**src/rtl/rx_header_sync_if.sv**
```systemverilog
// Sample-in / symbol-out stream bundle for the RX header synchroniser.
interface rx_header_sync_if;
  logic        in_valid;
  logic [23:0] in_data;
  logic        in_ready;
  logic        out_valid;
  logic [1:0]  out_data;
  logic        out_last;
  logic        out_ready;

  modport master (
    output in_valid, in_data, out_ready,
    input  in_ready, out_valid, out_data, out_last
  );

  modport slave (
    input  in_valid, in_data, out_ready,
    output in_ready, out_valid, out_data, out_last
  );
endinterface

```
**src/rtl/rx_header_sync.sv**
```systemverilog
// Hard-slices I/Q samples, hunts for the frame header, then forwards one payload of {i,q} symbols.
// Output register gives 1 symbol/cycle; in_ready drops only while a registered symbol is stalled.
module rx_header_sync #(
  parameter int          HEADER_LEN     = 16,
  parameter logic [31:0] HEADER_PATTERN = 32'hF3A0_5C96,
  parameter int          MAX_ERR        = 0,
  parameter int          PAYLOAD_LEN    = 64
) (
  input  logic             clk,
  input  logic             rst_n,
  rx_header_sync_if.slave  bus,
  output logic             locked,
  output logic [15:0]      frame_count
);

  localparam int              W        = 2 * HEADER_LEN;
  localparam logic [W-1:0]    PAT      = HEADER_PATTERN[W-1:0];
  localparam logic [5:0]      HL       = 6'(HEADER_LEN);
  localparam logic [6:0]      MAXE     = 7'(MAX_ERR);
  localparam logic [15:0]     LAST_IDX = 16'(PAYLOAD_LEN - 1);

  localparam logic [0:0] SEARCH  = 1'b0;
  localparam logic [0:0] PAYLOAD = 1'b1;

  logic [0:0]   state;
  logic [W-1:0] window;
  logic [W-1:0] next_window;
  logic [5:0]   fill;
  logic [15:0]  pcnt;
  logic [6:0]   mism;
  logic         accept;
  logic         sym_i;
  logic         sym_q;
  logic         detect;
  logic         is_last;

  // A symbol still waiting downstream blocks intake in both states.
  assign bus.in_ready = !bus.out_valid || bus.out_ready;
  assign accept       = bus.in_valid && bus.in_ready;
  assign sym_i        = ~bus.in_data[23];
  assign sym_q        = ~bus.in_data[11];
  assign next_window  = {window[W-3:0], sym_i, sym_q};
  assign is_last      = (pcnt == LAST_IDX);

  always_comb begin
    mism = '0;
    for (int k = 0; k < W; k++) begin
      mism = mism + 7'(next_window[k] ^ PAT[k]);
    end
  end

  assign detect = accept && (state == SEARCH) && ((fill + 6'd1) >= HL) && (mism <= MAXE);

  always_ff @(posedge clk) begin
    if (!rst_n) begin
      state         <= SEARCH;
      window        <= '0;
      fill          <= '0;
      pcnt          <= '0;
      locked        <= 1'b0;
      frame_count   <= '0;
      bus.out_valid <= 1'b0;
      bus.out_data  <= '0;
      bus.out_last  <= 1'b0;
    end else begin
      locked <= detect;
      case (state)
        SEARCH: begin
          if (detect) begin
            state  <= PAYLOAD;
            window <= '0;
            fill   <= '0;
            pcnt   <= '0;
            if (frame_count != 16'hFFFF) frame_count <= frame_count + 16'd1;
          end else if (accept) begin
            window <= next_window;
            if (fill != HL) fill <= fill + 6'd1;
          end
        end
        default: begin
          if (accept) begin
            pcnt <= pcnt + 16'd1;
            if (is_last) state <= SEARCH;
          end
        end
      endcase

      if (accept && (state == PAYLOAD)) begin
        bus.out_valid <= 1'b1;
        bus.out_data  <= {sym_i, sym_q};
        bus.out_last  <= is_last;
      end else if (bus.out_ready) begin
        bus.out_valid <= 1'b0;
      end
    end
  end

endmodule

```
**src/flat_wrapper.sv**
```systemverilog
// flat-port wrapper written by rule: the top's interface ports become plain ports
module rx_header_sync_flat 
#(
  parameter int          HEADER_LEN     = 16,
  parameter logic [31:0] HEADER_PATTERN = 32'hF3A0_5C96,
  parameter int          MAX_ERR        = 0,
  parameter int          PAYLOAD_LEN    = 64
)
  (clk, rst_n, locked, frame_count, bus_in_valid, bus_in_data, bus_out_ready, bus_in_ready, bus_out_valid, bus_out_data, bus_out_last);
  rx_header_sync_if bus_i ();
  input  logic clk;
  input  logic rst_n;
  output logic locked;
  output logic [15:0] frame_count;
  input wire logic [$bits(bus_i.in_valid)-1:0] bus_in_valid;
  input wire logic [$bits(bus_i.in_data)-1:0] bus_in_data;
  input wire logic [$bits(bus_i.out_ready)-1:0] bus_out_ready;
  output wire logic [$bits(bus_i.in_ready)-1:0] bus_in_ready;
  output wire logic [$bits(bus_i.out_valid)-1:0] bus_out_valid;
  output wire logic [$bits(bus_i.out_data)-1:0] bus_out_data;
  output wire logic [$bits(bus_i.out_last)-1:0] bus_out_last;
  assign bus_i.in_valid = bus_in_valid;
  assign bus_i.in_data = bus_in_data;
  assign bus_i.out_ready = bus_out_ready;
  assign bus_in_ready = bus_i.in_ready;
  assign bus_out_valid = bus_i.out_valid;
  assign bus_out_data = bus_i.out_data;
  assign bus_out_last = bus_i.out_last;
  rx_header_sync #(.HEADER_LEN(HEADER_LEN), .HEADER_PATTERN(HEADER_PATTERN), .MAX_ERR(MAX_ERR), .PAYLOAD_LEN(PAYLOAD_LEN)) u_core (.clk(clk), .rst_n(rst_n), .bus(bus_i), .locked(locked), .frame_count(frame_count));
endmodule
```
**config.mk**
```make
export PLATFORM = sky130hd
export DESIGN_NAME = rx_header_sync_flat
export DESIGN_NICKNAME = d
export VERILOG_FILES = /design/src/rtl/rx_header_sync_if.sv /design/src/rtl/rx_header_sync.sv /design/src/flat_wrapper.sv
export SDC_FILE = /design/constraint.sdc
export NUM_CORES = 1
export LEC_CHECK = 0
export CORE_MARGIN = 2
export CORE_UTILIZATION = 50
export DETAILED_ROUTE_END_ITERATION = 8
export PLACE_DENSITY = 0.81
export SLEW_MARGIN = 10
export SYNTH_ARGS = -nofsm -noshare
export SYNTH_HDL_FRONTEND = slang
export SYNTH_SLANG_ARGS = --single-unit
```
**constraint.sdc**
```tcl
create_clock -name clk -period 7.2 [get_ports clk]
set_clock_uncertainty 0.15 [all_clocks]
set_input_delay 0.72 -clock clk [delete_from_list [all_inputs] [get_ports clk]]
set_output_delay 0.72 -clock clk [all_outputs]
set_load 0.03 [all_outputs]
```
==> results of run 1 <==
-- sequential cells by signal, summed over array words and instances, names as in the netlist --
name / flops
u_core.bus.out_valid: 1
u_core.bus.out_data: 2
u_core.locked: 1
u_core.bus.out_last: 1
u_core.frame_count: 16
u_core.window: 30
u_core.pcnt: 16
u_core.fill: 6
u_core.state: 1
-- layout by cell type (no fill, tap or decap), types with 5 or more instances in the layout --
cell type,synthesis,layout
nand4_1,10,10
or3_1,9,9
a21oi_1,53,53
clkbuf_8,0,9
dfxtp_1,74,74
inv_1,42,42
nor2_1,20,19
clkdlybuf4s50_1,0,27
nor4_1,7,7
ha_1,12,12
mux2i_1,5,5
nand2_1,81,81
or4_1,7,7
fa_1,23,23
nand3_1,22,22
o22ai_1,9,9
o31ai_1,7,7
o21ai_0,15,15
nor3_1,9,9
buf_4,0,6
-- area by class of cell --
cell class | count | share of cell area
tap | 102 | 0.02801
sequential | 74 | 0.3251
clock buffer | 9 | 0.02718
multi-input combinational | 336 | 0.4915
clock inverter | 6 | 0.01483
timing repair buffer | 35 | 0.07798
inverter | 43 | 0.03542
-- worst min path at each step --
stage	slack, ns	to	cells after the start
after floorplan	0.29	u_core.window[29]	2
after global placement	0.30	u_core.window[29]	2
final	0.31	u_core.window[29]	2
after detailed placement	0.30	u_core.window[29]	2
after CTS	0.31	u_core.window[29]	2
after global routing	0.35	u_core.window[28]	2
-- per-stage QoR --
stage	hold slack, ns	utilization	worst slack (ns)	std cells
floorplan	0.2863	-	0.7633	475
global placement	0.2953	0.5649	0.08586	590
detailed placement	0.3012	0.5649	0.005399	590
CTS	0.3120	0.5897	0.3709	605
global route	0.3469	0.5897	0.1664	605
finish	0.3128	0.5897	0.3803	605
-- cells in the mapped netlist, types with 3 or more instances --
cell | n | area [um^2]
nor2_1 | 20 | 75.07
nand2b_1 | 4 | 25.02
and4_1 | 3 | 26.28
nor4_1 | 7 | 43.79
nand4_1 | 10 | 62.56
xor2_1 | 3 | 26.28
fa_1 | 23 | 460.4
dfxtp_1 | 74 | 1481
mux2i_1 | 5 | 50.05
o21a_1 | 4 | 30.03
o22ai_1 | 9 | 56.30
or4_1 | 7 | 52.55
clkbuf_1 | 17 | 63.81
or3_1 | 9 | 56.30
a21oi_1 | 53 | 265.3
nor3_1 | 9 | 45.04
o21ai_0 | 15 | 75.07
inv_1 | 42 | 157.7
o31ai_1 | 7 | 52.55
nand3_1 | 22 | 110.1
nand2_1 | 81 | 304.0
buf_2 | 4 | 20.02
ha_1 | 12 | 150.1
and3_1 | 4 | 25.02
and2_1 | 4 | 25.02
a211oi_1 | 4 | 30.03
-- cell families after synthesis --
family | count (synthesis) | synth area share
and+or+nand+nor | 187 | 0.2308
DFF | 74 | 0.3734
adders and majority gates | 35 | 0.1539
muxes | 6 | 0.01545
AOI/OAI and AO/OA | 104 | 0.1529
xor gates and xnor gates | 4 | 0.008832
buffers and inverters | 65 | 0.06465
-- layer usage --
layer	global-route usage	part of all wire	routed length (um)
met5	0	0	0
met4	0.1005	0.022	185
met3	0.02256	0.033	277
met2	0.3406	0.48	4071
met1	0.2692	0.46	3870
-- critical path, cell delays in order --
cell	delay, ns
clkdlybuf4s50_1	0.48
inv_1	0.05
ha_1	0.30
fa_1	0.47
fa_1	0.50
fa_1	0.51
inv_1	0.05
fa_1	0.48
fa_1	0.51
inv_1	0.05
fa_1	0.47
inv_1	0.05
fa_1	0.49
nand4bb_1	0.13
or4_4	0.50
or4_4	0.53
or4_1	0.50
a21oi_1	0.16
-- power groups by stage --
stage          Clock (mW)  Sequential [mW]  Combinational (mW)
2_1_floorplan           0            0.425              0.0753
3_3_place_gp            0            0.426              0.0974
3_5_place_dp            0            0.426               0.102
4_1_cts             0.328            0.416               0.104
5_1_grt             0.344            0.417               0.120
6_report            0.320            0.416               0.103
==> metrics.md, run 1 <==
| Metric | Value |
|---|---|
| Switching part of the total | `0.2678` |
| Pleak | `around 1.6 nW` |
| I/O Buffers | `27` |
| Yosys reg bits | `74` |
| Slew Viols, Final | `0` |
| Total of max-cap violations | `0` |
| FP Rows | `32` |
| Worst-path fanout max | `17` |
| Num CTS Buffers | `9` |
| Die Area | `0.008664 mm^2` |
| Initial DRT Pass Iterations | `5` |
| Fmax | `approximately 150 MHz` |
| DIE WIDTH | `a little over 90 um` |
| Setup Total Neg Slack | `0 ns` |
| First-pass GRT wire length | `14440 um` |
| Final wirelength | `between 8000 and 9000 um` |
| Critical path startpoint | `bus_in_data[11]` |
| Register Area | `0.001481 mm^2` |
| Antenna-violating nets left | `0` |
| Largest net degree at the start of global routing | `37` |
| Post-synth EDFFs | `0` |
| Drc violations | `0` |
| Design Power | `around 0.84 mW` |
| Clk slew on worst S/H paths | `0.08 ns` |
| Post-CTS setup buffer count | `0` |
| Worst Setup End Kind | `flip-flop` |
| Count of cell types in the netlist | `45` |
| Min Tclk post-route | `6.820 ns` |
| Critical R2R Launch | `u_core.window[12]` |
| CTS tree | `built` |
| Final setup viols | `0` |
| Initial antenna violation count | `0` |
| Psw | `between 0.2 and 0.25 mW` |
| Crit path capture | `u_core.frame_count[15]` |
| H-tree levels | `3` |
| Critical R2R Capture | `u_core.frame_count[15]` |
| Worst path arrival time | `6.93 ns` |
| Setup slack, reg-to-reg | `1.05 ns` |
| Core Area | `between 0.007 and 0.008 mm^2` |
| Critical path type | `input port to flip-flop` |
| # fillers | `671` |
| Clk Latency, worst-skew pair | `around 0.36 ns` |
| Critical Path RT | `7.31 ns` |
| Mapped cell area | `roughly 0.0040 mm^2` |
| Internal power | `roughly 0.61 mW` |
| Overflow after GRT | `0` |
| Via/cell ratio | `between 5 and 6` |
| Comb pwr share | `0.122` |
| Hold Vio Cnt, Final | `0` |
| Hpwl dp | `around 6000 um` |
| Area of the multi-input gates | `0.002240 mm^2` |
| Most used flip-flop cell after synthesis | `dfxtp_1` |
| Synth Net Count | `538` |
| GR Util All Layers | `0.2058` |
| Worst Hold Launch | `u_core.window[29]` |
| CTS Root Cell | `clkbuf_8` |
| CTS resizes | `0` |
| Via count | `3419` |
| DP Area | `roughly 0.0044 mm^2` |
| Area grow syn2layout | `14.85%` |
| Sequential share of power | `0.496` |
| I/O pin total | `50` |
| Initial Util | `0.5134` |
| Iteration-0 DRC Markers | `246` |
| Ant diodes | `0` |
| Layout cells sized above 1 | `0.05567` |
| Worst Hold Class | `flip-flop to flip-flop` |
| CTS sink count | `74` |
| Nets | `562` |
| Mean post-synth cell area | `~8.4 um^2` |
| Peak VDD IR | `approximately 0.11 mV` |
| Reg2reg path depth | `18` |
| Crit share post-route | `0.9472` |
| Actual slew at the worst max-slew pin | `approximately 1.1 ns` |
| CP startpoint kind | `input port` |
| PwrDens | `about 180 mW/mm^2` |
| Synth Instances | `approximately 480` |
| Final instance area | `0.004557 mm^2` |
| WL/cell | `about 14 um` |
| DIE HEIGHT | `~93 um` |
| Clock buffer depth | `2` |
| Status | `finished clean` |
| Max-slew headroom | `0.2677` |
| Number of global-route vias before repair | `about 3300` |
| RSZ-0062 raised after global routing | `no` |
| Sequential share of the synthesized area | `0.3734` |
| Routability cong. | `between 0.8 and 0.9` |
| Synth async-reset ratio | `0` |
| Yosys warns | `0` |
| Clock power frac | `0.381` |
| Hold_buf cts | `0` |
(Power assumes the default switching activity.)
==> run 2, diff against run 1 <==
GPL_TIMING_DRIVEN = 0   (was default)
PLACE_DENSITY = default   (was 0.81)
PLACE_DENSITY_LB_ADDON = 0.25   (was default)
==> run 2 against run 1 <==
- total power up 4.2%
- cell count up 2.1%
- combinational power down 4%
- first-iteration DRC count down 45%
- highest routed layer unchanged
- critical path type unchanged
- sequential share of layout area down 0.27 points
- global-route usage up 2.2 points
- largest power group unchanged
==> metrics.md, run 2 (synthesis results as in run 1) <==
| Metric | Value |
|---|---|
| Via count | `3485 (+1.9%)` |
| CTS sink count | `74 (unchanged)` |
| Most common cell after layout, fill and taps aside | `nand2_1` |
| H-tree levels | `3 (unchanged)` |
| Die Area | `0.008664 mm^2 (unchanged)` |
| Comb pwr share | `0.113 (-0.009)` |
| WL/cell | `14.39 um (+3.6%)` |
| Clk Latency, worst-skew pair | `0.36 ns (about the same)` |
| RSZ-0062 raised after global routing | `no` |
| Hold_buf cts | `0 (unchanged)` |
| Sequential share of power | `0.476 (-0.020)` |
| Commonest non-fill, non-tap cells in the layout | `nand2_1 (80), dfxtp_1 (74), a21oi_1 (53), inv_1 (42), clkdlybuf4s50_1 (27)` |
| Fin cells | `618 (+2.1%)` |
| GR Util met1 | `0.3100 (+0.04089)` |
| Initial DRT Pass Iterations | `5 (unchanged)` |
| Worst Hold Class | `flip-flop to flip-flop` |
| GR Util All Layers | `0.2275 (+0.02172)` |
| I/O Buffers | `27 (unchanged)` |
| Fmax | `145.4 MHz (-0.84%)` |
| First-pass GRT wire length | `15570 um (+7.8%)` |
| Slowest Stage Delay on Critical Path | `0.54 ns (about the same)` |
| Largest net degree at the start of global routing | `12 (-68%)` |
| Iteration-0 DRC Markers | `136 (-45%)` |
| Crit share post-route | `0.9552 (+0.008030)` |
| Clk slew on worst S/H paths | `0.07 ns (about the same)` |
| Psw | `0.2147 mW (-4.4%)` |
| Num CTS Buffers | `9 (unchanged)` |
| Worst Setup End Kind | `flip-flop` |
| CP startpoint kind | `input port` |
| Total of max-cap violations | `0 (unchanged)` |
| Hpwl dp | `6541 um (+10%)` |
| Peak VDD IR | `0.1074 mV (-5.2%)` |
| Overflow after GRT | `0 (unchanged)` |
| Clock power frac | `0.411 (+0.030)` |
| Initial antenna violation count | `0 (unchanged)` |
| FP Rows | `32 (unchanged)` |
| Clock buffer depth | `2 (unchanged)` |
| Actual slew at the worst max-slew pin | `1.076 ns (-0.008552 ns)` |
| Final setup viols | `0 (unchanged)` |
| Internal power | `0.6595 mW (+7.3%)` |
| Final wirelength | `8893 um (+5.8%)` |
| Routability cong. | `0.8747 (+3.1%)` |
| Status | `finished clean` |
| Worst-path fanout max | `19 (+2)` |
| Slew Viols, Final | `0 (unchanged)` |
| Setup Total Neg Slack | `0 ns (unchanged)` |
| Most common cell on crit path | `fa_1` |
| Number of global-route vias before repair | `3384 (+3.9%)` |
| Initial Util | `0.5134 (unchanged)` |
| Slowest cell on crit path | `or4_4` |
| Dpl cells | `604 (+2.4%)` |
| Register bank with the most flops | `u_core.window` |
| CTS tree | `built` |
| Antenna-violating nets left | `0 (unchanged)` |
| Switching part of the total | `0.2456 (-0.02217)` |
| Pleak | `1.580 nW (+1.3%)` |
| CTS Root Cell | `clkbuf_8` |
| I/O pin total | `50 (unchanged)` |
| Nets | `575 (+2.3%)` |
| Max-slew headroom | `0.2735 (+0.005774)` |
| DIE HEIGHT | `93.08 um (unchanged)` |
| Critical Path RT | `7.30 ns (about the same)` |
| Core Area | `0.007727 mm^2 (unchanged)` |
| Critical path type | `input port to flip-flop` |
| Drc violations | `0 (unchanged)` |
| Layout cells sized above 1 | `0.04845 (-0.007216)` |
| Largest register FFs | `30 (unchanged)` |
| Ant diodes | `0 (unchanged)` |
| Hold Vio Cnt, Final | `0 (unchanged)` |
| Min Tclk post-route | `6.878 ns (+0.05782 ns)` |
| Cell chain of the critical path | `clkdlybuf4s50_1 -> inv_1 -> ha_1 -> fa_1 -> fa_1 -> fa_1 -> inv_1 -> fa_1 -> fa_1 -> inv_1 -> fa_1 -> inv_1 -> fa_1 -> nand4bb_1 -> or4_4 -> or4_4 -> buf_6 -> nand2_2 -> buf_2 -> a21oi_1` |
| Busiest grt layer | `met2` |
| Met2 usage in global routing | `0.3563 (+0.01570)` |
| Met3 Use GR | `0.04512 (+0.02256)` |
| Area grow syn2layout | `15.80%` |
| Worst path arrival time | `6.97 ns (+0.04 ns)` |
| PwrDens | `190.3 mW/mm^2 (+3.3%)` |
| Via/cell ratio | `5.639 (-0.21%)` |
| DIE WIDTH | `93.08 um (unchanged)` |
| Top Registers | `u_core.window x30, u_core.frame_count x16, u_core.pcnt x16` |
-- run 2: cell types whose count changed in the layout (fill, tap and decap cells not counted), sizes merged --
cell and delta:
buf -3, clkbuf +21, clkinv -2, clkinvlp -2
inv -1
-- run 2: power by group through the flow --
| stage | Clock, mW | Sequential [mW] | Combinational, mW |
|---|---|---|---|
| global route | 0.380 | 0.417 | 0.116 |
| detailed placement | 0 | 0.426 | 0.0988 |
| finish | 0.360 | 0.416 | 0.0986 |
| CTS | 0.363 | 0.416 | 0.101 |
| global placement | 0 | 0.426 | 0.0959 |
| floorplan | 0 | 0.425 | 0.0753 |
-- run 2: final timing paths --
check / from / end / slack, ns / cells after the start
max reg2reg: u_core.window[12] / u_core.window[7] / 0.96 / 20
max: bus_in_data[11] / u_core.window[7] / 0.32 / 20
min reg2reg: u_core.window[26] / u_core.window[28] / 0.32 / 2
min: u_core.window[26] / u_core.window[28] / 0.32 / 2
-- run 2: final cells by class --
type	instances	area [um^2]
Sequential cell	74	1481
Fill cell	690	3133
Inverter	43	161.4
Multi-Input combinational cell	336	2240
Timing Repair Buffer	27	270.3
Tap cell	102	127.6
Clock inverter	1	30.03
Buffer	21	91.34
Clock buffer	14	192.7
-- run 2: critical path, delay by kind of cell --
family                     cells  cell delay [ns]
adders and majority gates      8             3.72
and+or+nand+nor                4             1.30
buffers and inverters          7             1.17
AOI/OAI and AO/OA              1             0.06
-- run 2: stage by stage --
step | setup WS [ns] | utilization | instance area (um^2) | total power, mW | hold WS (ns)
6_report | 0.3224 | 0.5946 | 4594 | 0.8742 | 0.3218
5_1_grt | 0.02808 | 0.5946 | 4594 | 0.9123 | 0.3398
4_1_cts | 0.2178 | 0.5938 | 4588 | 0.8799 | 0.3255
3_5_place_dp | -0.1463 | 0.5649 | 4365 | 0.5246 | 0.3118
3_3_place_gp | -0.1092 | 0.5649 | 4365 | 0.5214 | 0.2955
2_1_floorplan | 0.7633 | - | 3968 | 0.4998 | 0.2863
-- run 2: per-layer routing --
layer	wire (um)	up-vias
li1	-	1723
met1	4239	1667
met2	4057	79
met3	453	16
met4	143	0
met5	0	-
-- run 2: timing repair --
| item | 4_1_cts | 5_1_grt |
|---|---|---|
| gates resized for setup | 0 | 2 |
| endpoints found under the setup margin | 0 | 43 |
| buffers inserted | 0 | 0 |
==> edit, RTL diff (config.mk and constraints of run 2) <==
`HEADER_LEN` is set to 16 in 2 places; all go to 8.
--- a/src/rtl/rx_header_sync.sv
+++ b/src/rtl/rx_header_sync.sv
@@ -2,5 +2,5 @@
 // Output register gives 1 symbol/cycle; in_ready drops only while a registered symbol is stalled.
 module rx_header_sync #(
-  parameter int          HEADER_LEN     = 16,
+  parameter int          HEADER_LEN     = 8,
   parameter logic [31:0] HEADER_PATTERN = 32'hF3A0_5C96,
   parameter int          MAX_ERR        = 0,
--- a/src/flat_wrapper.sv
+++ b/src/flat_wrapper.sv
@@ -2,5 +2,5 @@
 module rx_header_sync_flat 
 #(
-  parameter int          HEADER_LEN     = 16,
+  parameter int          HEADER_LEN     = 8,
   parameter logic [31:0] HEADER_PATTERN = 32'hF3A0_5C96,
   parameter int          MAX_ERR        = 0,
Formal check against the unedited RTL: not equivalent (a bounded check fails within 10 cycles, from zero or initial values and one cycle with rst_n low).
==> edit against run 2 <==
Routed wire length is 27% lower. Core utilization is 0.79 points higher. Sequential share of layout area is 0.90 points higher. Via count is 24% lower. Sequential power is 21% lower. Area after synthesis is 25% lower. Register-to-register slack better by 0.54 ns. Worst setup slack better by 1.2 ns. Count of clock-buffer cells in the layout is 1 lower. Power is 26% lower. Cell count is 23% lower. Sequential cell count is 16 lower. Fmax is 21% higher. Design area is 24% lower. Critical path type is now register to register. Largest power group unchanged.
==> edit: results (changes against run 2) <==
multi-input gates: 256 (was 336)
grt met3 use: 5.889% (was 4.512%)
Post-DP Area: 0.003332 sq mm (was 0.004365 sq mm)
Worst Setup SP: u_core.window[2] (was bus_in_data[11])
syn avg cell area: 8.337 sq um (was 8.353 sq um)
area grow syn2layout: 18.04% (was 15.80%)
Slew HR: 55.10% (was 27.35%)
leakage power: 0.001194 uW (was 0.001580 uW)
Post-Route M1 WL: 2957 um (was 4239 um)
status: finished, final reports clean (unchanged)
FF-to-FF path depth: 14 (was 20)
Worst Setup EP: u_core.frame_count[13] (was u_core.window[7])
reg-to-reg slack, setup: 1.50 ns (was 0.96 ns)
Vias/cell: 5.611 (was 5.639)
Detailed Place HPWL: 4674 um (was 6541 um)
Signal buffers: 44 (was 48)
Final GP Congestion: 0.8754 (was 0.8747)
top cells by area, synth: dfxtp_1 39%, fa_1 6.7%, nor2_1 5.7% (was dfxtp_1 37%, fa_1 12%, nand2_1 7.7%)
critical hold path startpoint: u_core.window[12] (was u_core.window[26])
routed vias: 2654 (was 3485)
Logic inverters: 25 (was 43)
Top Registers: u_core.frame_count (16), u_core.pcnt (16), u_core.window (14) (was u_core.window (30), u_core.frame_count (16), u_core.pcnt (16))
Netlist cell types: 39 (was 45)
buffering overhead: 10.04% (was 7.870%)
Synth Register Bits: 58 (was 74)
crit-path max FO: 10 (was 19)
top post-synthesis cells by count: 58 x dfxtp_1, 45 x nor2_1, 30 x a21oi_1 (was 81 x nand2_1, 74 x dfxtp_1, 53 x a21oi_1)
largest net degree at the start of global routing: 11 (was 12)
net count after synthesis: 403 (was 538)
Synth Area in Compound Gates: 13.15% (was 15.29%)
met3 WL: 300 um (was 453 um)
fin nets: 441 (was 575)
Hold Slack: 0.3035 ns (was 0.3218 ns)
Placed Cells: 458 (was 604)
Clock Latency Late Sink: 0.33 ns (was 0.36 ns)
Worst Path Arrival: 5.80 ns (was 6.97 ns)
Pint: 486.6 uW (was 659.5 uW)
clock buffer count: 13 (was 14)
vias in the first global route: 2400 (was 3384)
layout cell share with drive strength beyond 1: 5.276% (was 4.845%)
Comb power frac: 8.5% (was 11.3%)
total power: 644.3 uW (was 874.2 uW)
Hold EP: u_core.window[12] (was u_core.window[28])
clock-cell share of area: 4.893% (was 4.847%)
drt total wl: 6471 um (was 8893 um)
GRT Total Usage: 21.76% (was 22.75%)
met2 Use GR: 35.21% (was 35.63%)
CP max stage cell: fa_1 (was or4_4)
Core Area: 0.005816 sq mm (was 0.007727 sq mm)
Initial DRC Count: 170 (was 136)
Post-Synth XOR/XNOR Area: 5.312% (was 0.8830%)
Adder-Cell Fraction of Synth Area: 10.54% (was 15.39%)
==> edit: cell types whose count changed in the layout (fill, tap and decap cells not counted), sizes merged, moves of 6 or more <==
cell | before | now
or4 | 9 | 3
o22ai | 9 | 0
fa | 23 | 10
xnor2 | 1 | 15
dfxtp | 74 | 58
nand2 | 81 | 25
a21oi | 53 | 30
inv | 42 | 25
nor2 | 20 | 45
==> edit: critical path, delay by kind of cell, from the launching register on <==
| family | cells | cell delay [ns] |
|---|---|---|
| AOI/OAI and AO/OA | 2 | 0.41 |
| DFF | 1 | 0.36 |
| buffers and inverters | 2 | 0.29 |
| adders and majority gates | 6 | 3.01 |
| and+or+nand+nor | 4 | 1.39 |
==> edit: kinds of logic (layout without fill, tap and decap cells) <==
family                     count (synthesis)  count (layout)
xor gates and xnor gates                  18              18
muxes                                      1               1
buffers and inverters                     42              84
adders and majority gates                 19              19
AOI/OAI and AO/OA                         66              66
DFF                                       58              58
and+or+nand+nor                          152             152
